**src/rtl/activation_collector.sv**
```systemverilog
// Activation stage after the mac neurons: applies ReLU (leaky ReLU when LEAKY_RELU_EN
// is defined) and collects NUM_NEURONS results into a vector handed off via valid/ack.
module activation_collector #(
  parameter int NUM_NEURONS   = 4,
  parameter int FP_TOTAL_BITS = 16,
  parameter int FP_FRAC_BITS  = 8
) (
  input  logic                            clk,
  input  logic                            reset,
  input  logic                            clear,
  input  logic                            in_valid,
  input  logic signed [FP_TOTAL_BITS-1:0] in_data,
  input  logic                            layer_ack,
  output logic signed [FP_TOTAL_BITS-1:0] act_vec [NUM_NEURONS],
  output logic                            layer_valid,
  output logic [$clog2(NUM_NEURONS)-1:0]  neuron_idx,
  output logic                            overflow
);

  localparam int IDX_W = $clog2(NUM_NEURONS);
  localparam logic [IDX_W-1:0] LAST_IDX = IDX_W'(NUM_NEURONS - 1);

  generate
    if (NUM_NEURONS < 2 || FP_FRAC_BITS >= FP_TOTAL_BITS) begin : g_bad_cfg
      $error("activation_collector: NUM_NEURONS must be >= 2 and FP_FRAC_BITS < FP_TOTAL_BITS");
    end
  endgenerate

  typedef enum logic {COLLECT, FULL} state_t;

  state_t           state_p0, state_nxt;
  logic [IDX_W-1:0] idx_p0, idx_nxt;
  logic             ovf_p0, ovf_nxt;
  logic             wr_en;

  // Sign-based and bit-exact; the leaky slope is an arithmetic shift (floor of x/8).
  function automatic logic signed [FP_TOTAL_BITS-1:0] act(
    input logic signed [FP_TOTAL_BITS-1:0] x
  );
    if (!x[FP_TOTAL_BITS-1]) return x;
`ifdef LEAKY_RELU_EN
    return x >>> 3;
`else
    return '0;
`endif
  endfunction

  always_comb begin
    state_nxt = state_p0;
    idx_nxt   = idx_p0;
    ovf_nxt   = ovf_p0;
    wr_en     = 1'b0;
    if (clear) begin
      state_nxt = COLLECT;
      idx_nxt   = '0;
      ovf_nxt   = 1'b0;
    end else begin
      case (state_p0)
        COLLECT: begin
          if (in_valid) begin
            wr_en = 1'b1;
            if (idx_p0 == LAST_IDX) begin
              idx_nxt   = '0;
              state_nxt = FULL;
            end else begin
              idx_nxt = idx_p0 + 1'b1;
            end
          end
        end
        FULL: begin
          if (in_valid)  ovf_nxt   = 1'b1;
          if (layer_ack) state_nxt = COLLECT;
        end
        default: state_nxt = COLLECT;
      endcase
    end
  end

  // Stage p0: control state
  always_ff @(posedge clk or negedge reset) begin
    if (!reset) begin
      state_p0 <= COLLECT;
      idx_p0   <= '0;
      ovf_p0   <= 1'b0;
    end else begin
      state_p0 <= state_nxt;
      idx_p0   <= idx_nxt;
      ovf_p0   <= ovf_nxt;
    end
  end

  // Stage p0: result vector, retained across clear and ack
  always_ff @(posedge clk or negedge reset) begin
    if (!reset) begin
      for (int i = 0; i < NUM_NEURONS; i++) act_vec[i] <= '0;
    end else if (wr_en) begin
      act_vec[idx_p0] <= act(in_data);
    end
  end

  assign layer_valid = (state_p0 == FULL);
  assign neuron_idx  = idx_p0;
  assign overflow    = ovf_p0;

endmodule
```
**config.mk**
```make
export PLATFORM = sky130hd
export DESIGN_NAME = activation_collector
export DESIGN_NICKNAME = d
export VERILOG_FILES = /design/src/rtl/activation_collector.sv
export SDC_FILE = /design/constraint.sdc
export NUM_CORES = 1
export LEC_CHECK = 0
export ABC_AREA = 1
export CORE_ASPECT_RATIO = 1.75
export CORE_MARGIN = 3
export CORE_UTILIZATION = 56
export CTS_CLUSTER_DIAMETER = 50
export DETAILED_ROUTE_END_ITERATION = 10
export DONT_BUFFER_PORTS = 1
export GPL_ROUTABILITY_DRIVEN = 0
export GPL_TIMING_DRIVEN = 0
export PLACE_DENSITY = 0.82
export SYNTH_ARGS = -nofsm -noshare
export SYNTH_HDL_FRONTEND = slang
export SYNTH_SLANG_ARGS = --single-unit
```
**constraint.sdc**
```tcl
create_clock -name clk -period 1.45 [get_ports clk]
set_clock_uncertainty 0.15 [all_clocks]
set_input_delay 0.29 -clock clk [delete_from_list [all_inputs] [get_ports clk]]
set_output_delay 0.29 -clock clk [all_outputs]
set_load 0.05 [all_outputs]
```
# After elaboration in Yosys (flattened, before gate mapping)
# Index checks and enable logic that the tools add are counted.
# word_totals
regBits	68
input_bits	21
output_inout_bits	68
elab_cells	42
# op_classes
addsub	1
magnitude_cmp	2
eq_ne	2
mux	23
bitwise	2
reduce_logical	5
# ops
op	count
bitwise mux 64 bit	1
two-way mux 16 bit	4
demux 16 bit (select 2 bit)	1
two-way mux 1 bit	12
two-way mux 2 bit	4
AND reduction 2 bit	2
nonzero test 2 bit	2
greater-or-equal comparator 3 bit, second input constant	1
less-than comparator 3 x 1 -> 1 bit, second input constant	1
inverter 2 -> 3 bit	1
adder 2 x 1 -> 2 bit, second input constant	1
equality test 2 bit, second input constant	1
!= test 2 bit, second input constant	1
case mux 1 bit (2 select lines)	1
logical AND 1 bit	1
inverter 1 bit	1

# Longest topological paths before layout
# Gate-level depths: netlist (run 1).
# logic_depth
depth_word	7
mapped_depth	7
depth_no_buf	5

# Worst setup path after synthesis (run 1)
# OpenSTA, ideal clock, no wires.
# synth_path
kind	register -> register
start	register idx_p0[0] (netlist: neuron_idx[0])
end	register act_vec[53] (netlist name)
setup_ns	0.066
arrival_ns	1.656
required_time_ns	1.234
path_slack_ns	-0.422
path_stages_with_launch	8
n_path_buf	2
period_less_slack_ns	1.872
cell_sequence	dfrtp_1 inv_1 ha_1 clkbuf_2 nand4_1 buf_2 nand2_1 nand2_1
# synth_via
elab_chain_len	6
elab_cells_between_ends	7
cone_classes	order compare: 2; mux: 3; bitwise: 1; reduce/logical: 1
# synth_lines
item	line_no	rtl
from (decl)	32	logic [IDX_W-1:0] idx_p0, idx_nxt;
from (signal assigned)	87	idx_p0 <= idx_nxt;
inverter 2 -> 3 bit (not written as such) *	97	act_vec[idx_p0] <= act(in_data);
greater-or-equal comparator 3 bit (not written as such) / less-than comparator 3 x 1 -> 1 bit (equally long branches)	97	
logical AND 1 bit (not written as such)	97	
two-way mux 16 bit (not written as such)	97	
demux 16 bit (select 2 bit) *	97	
bitwise mux 64 bit *	97	
to (signal, indexed assignment)	97	
to (decl)	14	output logic signed [FP_TOTAL_BITS-1:0] act_vec [NUM_NEURONS],
# Mark *: on every way between the ends. The rest lies on a longest branch, timed or not.
# A chain may end at the register's enable or synchronous reset.

# Final worst setup path (run 1)
# layout_path
start	register idx_p0[1] (netlist: neuron_idx[1])
end	register act_vec[33] (netlist name)
# Same word-level chain as after synthesis.

==> results of run 1 <==
## metal layers
metal / wire length [um] / share of wire, % / global-route usage [%] / up-vias
met1: 2590 / 33 / 30.0 / 1127
met2: 4190 / 54 / 44.6 / 148
met4: 289 / 3.7 / 16.1 / 0
met3: 703 / 9.0 / 7.99 / 27
met5: 0 / 0 / 0 / -
li1: - / - / - / 1072
## layout make-up
cell class | instances | area [um2] | share of cell area [%]
Sequential cell | 64 | 1650 | 48.0
Clock buffer | 11 | 131 | 3.82
Clock inverter | 4 | 22.5 | 0.655
Buffer | 20 | 165 | 4.81
Tap cell | 52 | 65.1 | 1.89
Multi-Input combinational cell | 220 | 1120 | 32.7
Inverter | 19 | 78.8 | 2.29
Timing Repair Buffer | 23 | 200 | 5.82
## cell usage after synthesis
| master | n |
|---|---|
| nor2_1 | 16 |
| nor2_4 | 1 |
| nand4_1 | 4 |
| ha_1 | 4 |
| o21ai_0 | 3 |
| inv_2 | 1 |
| conb_1 | 1 |
| inv_1 | 18 |
| nand3_1 | 61 |
| clkbuf_1 | 4 |
| dfrtp_1 | 64 |
| buf_2 | 6 |
| buf_4 | 10 |
| clkbuf_2 | 3 |
| nand2_1 | 127 |
## worst max-delay path: stages (launching register included)
cell     delay [ps]
dfrtp_4         590
inv_4           100
buf_4           110
ha_4            130
nand4_1         250
buf_6           230
nand2_1          50
nand2_1          70
## worst paths after layout
kind | to | slack, ps
worst max register to register | act_vec[33] | -340
worst max-delay path | act_vec[33] | -340
max in group asynchronous | layer_valid | 1530
min in group clk | neuron_idx[0] | 40
worst min-delay path | act_vec[26] | -510
worst min register to register | act_vec[48] | 520
## flip-flops by register name, summed over array words and instances (netlist names)
register     cells
neuron_idx       2
act_vec         60
layer_valid      1
overflow         1
## logic make-up (layout without fill, tap and decap cells)
| logic type | Yosys count | after routing |
|---|---|---|
| DFF | 64 | 64 |
| AOI/OAI and AO/OA | 3 | 3 |
| and+or+nand+nor | 209 | 209 |
| other | 1 | 4 |
| buffers and inverters | 42 | 77 |
| adders and majority gates | 4 | 4 |
## layout by cell type, fill, tap and decap left out
cell,synthesis,layout
buf_2,6,1
buf_4,10,23
buf_6,0,13
clkbuf_1,4,3
clkbuf_2,3,2
clkbuf_4,0,1
clkbuf_8,0,9
clkinv_2,0,3
clkinvlp_4,0,1
conb_1,1,4
dfrtp_1,64,30
dfrtp_2,0,32
dfrtp_4,0,2
dlygate4sd3_1,0,2
ha_2,0,1
ha_4,0,3
inv_1,18,16
inv_4,0,3
nand2_1,127,90
nand2_2,0,31
nand2_4,0,6
nand3_1,61,61
nand4_1,4,4
nor2_1,16,16
nor2_4,1,1
o21ai_0,3,1
o21ai_1,0,1
o21ai_2,0,1
## report_power, final
group	internal, mW	switching (mW)	total [mW]
clock network	0.602	0.651	1.25
logic	0.301	0.387	0.688
registers	2.12	1.42	3.54
total	3.02	2.46	5.48
## timing repair
item | CTS | global route
gates resized for setup | 27 | 81
pin swaps | 28 | 27
hold endpoints to repair | 66 | 64
setup buffers | 13 | 5
gates cloned | 2 | 1
setup endpoints to repair | 67 | 77
==> impl_metrics.env, run 1 <==
export IMPL_status="finished with violations"
export IMPL_yosys_area_share_xor_xnor_pct=0
export IMPL_fin_total_pwr_mw=5.48
export IMPL_synthAdderAreaFrac_pct=1.82
export IMPL_cts_made_buffers=9
export IMPL_reg2reg_from="neuron_idx[1]"
export IMPL_ios=89
export IMPL_root_buffer="clkbuf_8"
export IMPL_start_kind="flip-flop"
export IMPL_final_core_util_pct=73.0
export IMPL_synth_top_family_by_area="simple AND/OR/NAND/NOR gates"
export IMPL_start_util_pct=58.5
export IMPL_ys_seq_area_share_pct=58.1
export IMPL_layout_drive_gt1_share_pct=36.8
export IMPL_grt_overflow_total=0
export IMPL_worst_pin_slew_ps=576
export IMPL_post_route_min_period_ps=1790
export IMPL_placed_cells=378
export IMPL_cts_tree="built"
export IMPL_htreeDepth=3
export IMPL_die_area_mm2=0.00583
export IMPL_peakVddDrop_mv=1.07
export IMPL_drv_cap=0
export IMPL_area_delta_synth_final_pct=24.8
export IMPL_die_x_um=59.0
export IMPL_hpwl_um=4920
export IMPL_cp_required_ps=1520
export IMPL_syn_area_mm2=0.00276
export IMPL_p_per_area_mw_per_mm2=1590
export IMPL_antenna_found_initial=0
export IMPL_dp_slack_ps=-432
export IMPL_die_h_um=98.8
export IMPL_portBuffers=0
export IMPL_synth_distinct_cells=15
export IMPL_std_cell_rows=33
export IMPL_reg2regPathDepth=7
export IMPL_synth_top_area_cell="dfrtp_1"
export IMPL_fill_cells=357
export IMPL_hold_viol_final=64
export IMPL_ys_warn_count=0
export IMPL_synth_mux_area_share_pct=0
export IMPL_drt_first_iter_violations=120
export IMPL_crit_type="flip-flop to flip-flop"
export IMPL_synth_compound_area_share_pct=0.545
export IMPL_diodes=0
export IMPL_synth_top_area_share_pct=58.1
export IMPL_grt_pass1_vias=2343
export IMPL_layoutNonFillerInstCount=413
export IMPL_wirelength_um=7770
export IMPL_cp_startpoint="neuron_idx[1]"
export IMPL_fin_setup_tns_ps=-16370
export IMPL_rsz0062_at_grt="true"
export IMPL_clock_sinks=64
export IMPL_wl_per_cell_um=18.8
export IMPL_drc=0
export IMPL_grt_usage_pct=27.1
export IMPL_hold_class="primary input to asynchronous set/reset pin"
export IMPL_synth_area_top_cells="dfrtp_1 58%, nand2_1 17%, nand3_1 11%, buf_4 2.7%, inv_1 2.5%"
export IMPL_clk_path_buf_depth=2
export IMPL_clk_pin_slew_ps=70
export IMPL_grt_max_degree=65
export IMPL_slew_headroom_pct=61.5
export IMPL_max_freq_mhz=558
export IMPL_grt_pass1_wl_um=11600
export IMPL_dpl_cell_area_mm2=0.00288
export IMPL_hold_ws_ps=-506
export IMPL_core_mm2=0.00471
export IMPL_final_area_mm2=0.00344
export IMPL_crit_path_end_kind="flip-flop"
export IMPL_first_pass_iters=5
export IMPL_violations="hold timing, setup timing"
export IMPL_finalSetupViolations=63
export IMPL_p_leak_nw=1.80
export IMPL_ys_ff_latch=64
export IMPL_synth_simple_area_share_pct=31.9
export IMPL_fin_ws_ps=-341
export IMPL_vias=2374
export IMPL_post_route_period_util_pct=124
export IMPL_synthCells=323
export IMPL_clk_latency_ps=340
export IMPL_cp_max_fo=5
export IMPL_via_per_inst=5.75
export IMPL_syn_area_per_cell_um2=8.53
export IMPL_drv_slew=0
export IMPL_finalNetCount=382
export IMPL_cts_hold_buffers_added=2
export IMPL_ant_nets=0
export IMPL_arrival_ps=1860
Power figures use the tool's default switching activity.
==> run 2, diff against run 1 <==
--- a/config.mk
+++ b/config.mk
@@ -8,13 +8,14 @@
 export ABC_AREA = 1
 export CORE_ASPECT_RATIO = 1.75
 export CORE_MARGIN = 3
-export CORE_UTILIZATION = 56
+export CORE_UTILIZATION = 62
 export CTS_CLUSTER_DIAMETER = 50
 export DETAILED_ROUTE_END_ITERATION = 10
 export DONT_BUFFER_PORTS = 1
 export GPL_ROUTABILITY_DRIVEN = 0
 export GPL_TIMING_DRIVEN = 0
-export PLACE_DENSITY = 0.82
+export PLACE_DENSITY = 0.86
+export REMOVE_ABC_BUFFERS = 1
 export SYNTH_ARGS = -nofsm -noshare
 export SYNTH_HDL_FRONTEND = slang
 export SYNTH_SLANG_ARGS = --single-unit
==> constraint.sdc (replaced) <==
create_clock -name clk -period 1.8 [get_ports clk]
set_clock_uncertainty 0.15 [all_clocks]
set_input_delay 0.36 -clock clk [delete_from_list [all_inputs] [get_ports clk]]
set_output_delay 0.36 -clock clk [all_outputs]
set_load 0.05 [all_outputs]
==> impl_metrics.env, run 2 (synthesis gave the netlist of run 1 again) <==
export IMPL_grt_max_degree=65
export IMPL_slew_headroom_pct=65.9
export IMPL_std_cell_rows=31
export IMPL_rsz0062_at_grt="false"
export IMPL_drt_first_iter_violations=136
export IMPL_crit_path_end_kind="flip-flop"
export IMPL_layout_drive_gt1_share_pct=13.5
export IMPL_clk_path_buf_depth=2
export IMPL_dp_slack_ps=-848
export IMPL_grt_usage_pct=30.1
export IMPL_final_common_cell="nand2_1"
export IMPL_antenna_found_initial=0
export IMPL_finalNetCount=361
export IMPL_reg2regPathDepth=6
export IMPL_status="finished with violations"
export IMPL_path_cells="inv_2, nand2_1, nor2_4, buf_4, nand3_1, nand2_1"
export IMPL_hold_ws_ps=-433
export IMPL_violations="hold timing"
export IMPL_wirelength_um=7700
export IMPL_largest_register_ffs=60
export IMPL_max_freq_mhz=578
export IMPL_htreeDepth=3
export IMPL_p_per_area_mw_per_mm2=1420
export IMPL_met1_length_um=2610
export IMPL_arrival_ps=1850
export IMPL_layout_common_cells="127 x nand2_1, 61 x nand3_1, 61 x dfrtp_1"
export IMPL_ios=89
export IMPL_start_kind="flip-flop"
export IMPL_via_per_inst=5.82
export IMPL_hold_viol_final=64
export IMPL_crit_type="flip-flop to flip-flop"
export IMPL_wl_met3_um=719
export IMPL_core_mm2=0.00423
export IMPL_fin_total_pwr_mw=4.49
export IMPL_grt_overflow_total=0
export IMPL_cts_hold_buffers_added=1
export IMPL_hpwl_um=4490
export IMPL_post_route_min_period_ps=1730
export IMPL_wl_met2_um=4000
export IMPL_vias=2270
export IMPL_die_area_mm2=0.00531
export IMPL_multi_input_area_mm2=0.00104
export IMPL_cts_made_buffers=9
export IMPL_wl_per_cell_um=19.7
export IMPL_ant_nets=0
export IMPL_worst_pin_slew_ps=511
export IMPL_cts_tree="built"
export IMPL_cp_required_ps=1920
export IMPL_area_delta_synth_final_pct=14.5
export IMPL_fin_ws_ps=69.2
export IMPL_start_util_pct=65.2
export IMPL_portBuffers=0
export IMPL_first_pass_iters=4
export IMPL_final_core_util_pct=74.6
export IMPL_drv_cap=0
export IMPL_cpPeakStageDelay_ps=530
export IMPL_grt_pass1_vias=2335
export IMPL_drv_slew=0
export IMPL_drc=0
export IMPL_peakVddDrop_mv=1.19
export IMPL_regMostFlops="act_vec"
export IMPL_clk_latency_ps=330
export IMPL_clk_pin_slew_ps=70
export IMPL_root_buffer="clkbuf_8"
export IMPL_top_layer="met4"
export IMPL_die_x_um=56.4
export IMPL_p_leak_nw=1.75
export IMPL_grt_pass1_wl_um=11900
export IMPL_diodes=0
export IMPL_cpMostUsedCell="nand2_1"
export IMPL_clock_sinks=64
export IMPL_finalSetupViolations=0
export IMPL_cp_max_fo=9
export IMPL_seq_area_mm2=0.00161
export IMPL_slowest_stage="dfrtp_2"
export IMPL_die_h_um=94.2
export IMPL_fill_cells=299
export IMPL_hold_class="primary input to asynchronous set/reset pin"
export IMPL_post_route_period_util_pct=96.2
[run 2: changes by cell type in the layout (fill, tap and decap cells not counted), moves of 2 or more]
cell,before,now
dfrtp_1,30,61
clkbuf_2,2,0
nand2_2,31,0
nand2_4,6,0
o21ai_0,1,3
nor2_4,1,4
inv_2,0,3
nand2_1,90,127
clkbuf_8,9,11
buf_4,23,16
buf_6,13,0
dfrtp_2,32,1
buf_12,0,2
inv_4,3,0
[run 2: metrics by stage]
stage / hold WS [ps] / TNS, ps / cells / area (um2)
after floorplan: -85.6 / -15880 / 303 / 2630
after global placement: -84.4 / -46360 / 352 / 2690
after detailed placement: -84.5 / -48240 / 352 / 2690
after CTS: -442 / -553 / 381 / 3020
after global routing: -451 / 0 / 390 / 3150
final: -433 / 0 / 390 / 3150
[run 2: what timing repair did]
item                       CTS  global route
setup buffers                9             9
gates cloned                 3             0
hold endpoints to repair    65            64
resized for setup           10             8
pin swaps                    6             3
setup endpoints to repair   63            63
[run 2: area by class of cell]
cell class                 count  share of cell area [%]
clock buffer                  13                    5.04
clock inverter                 3                    1.27
inverter                      19                    2.26
multi-input combinational    223                    33.0
sequential                    64                    51.1
tap                           49                    1.94
timing repair buffer          19                    5.39
[run 2: final timing paths]
| kind | startpoint | endpoint | slack, ps |
|---|---|---|---|
| min in group clk | in_valid | overflow | 40 |
| max in group asynchronous | reset | layer_valid | 1800 |
| worst min register to register | layer_valid | overflow | 620 |
| worst max-delay path | layer_valid | act_vec[28] | 70 |
| worst max register to register | layer_valid | act_vec[28] | 70 |
| worst min-delay path | reset | act_vec[18] | -430 |
[run 2: critical path, delay by kind of cell (launching register included)]
family                 cells  cell delay (ps)
buffers and inverters      2              330
DFF                        1              530
and+or+nand+nor            4              660
[run 2: layer usage]
metal,global-route usage (%),vias up
met5,0,-
met4,21.4,0
met3,7.15,24
met2,50.0,135
met1,33.2,1074
li1,-,1037
[run 2: report_power, final]
part	total, mW	leakage [nW]	switching [mW]	internal (mW)
Sequential	2.79	0.850	1.11	1.68
Clock	1.23	0.103	0.519	0.712
Combinational	0.477	0.793	0.293	0.184
Total	4.49	1.75	1.92	2.57
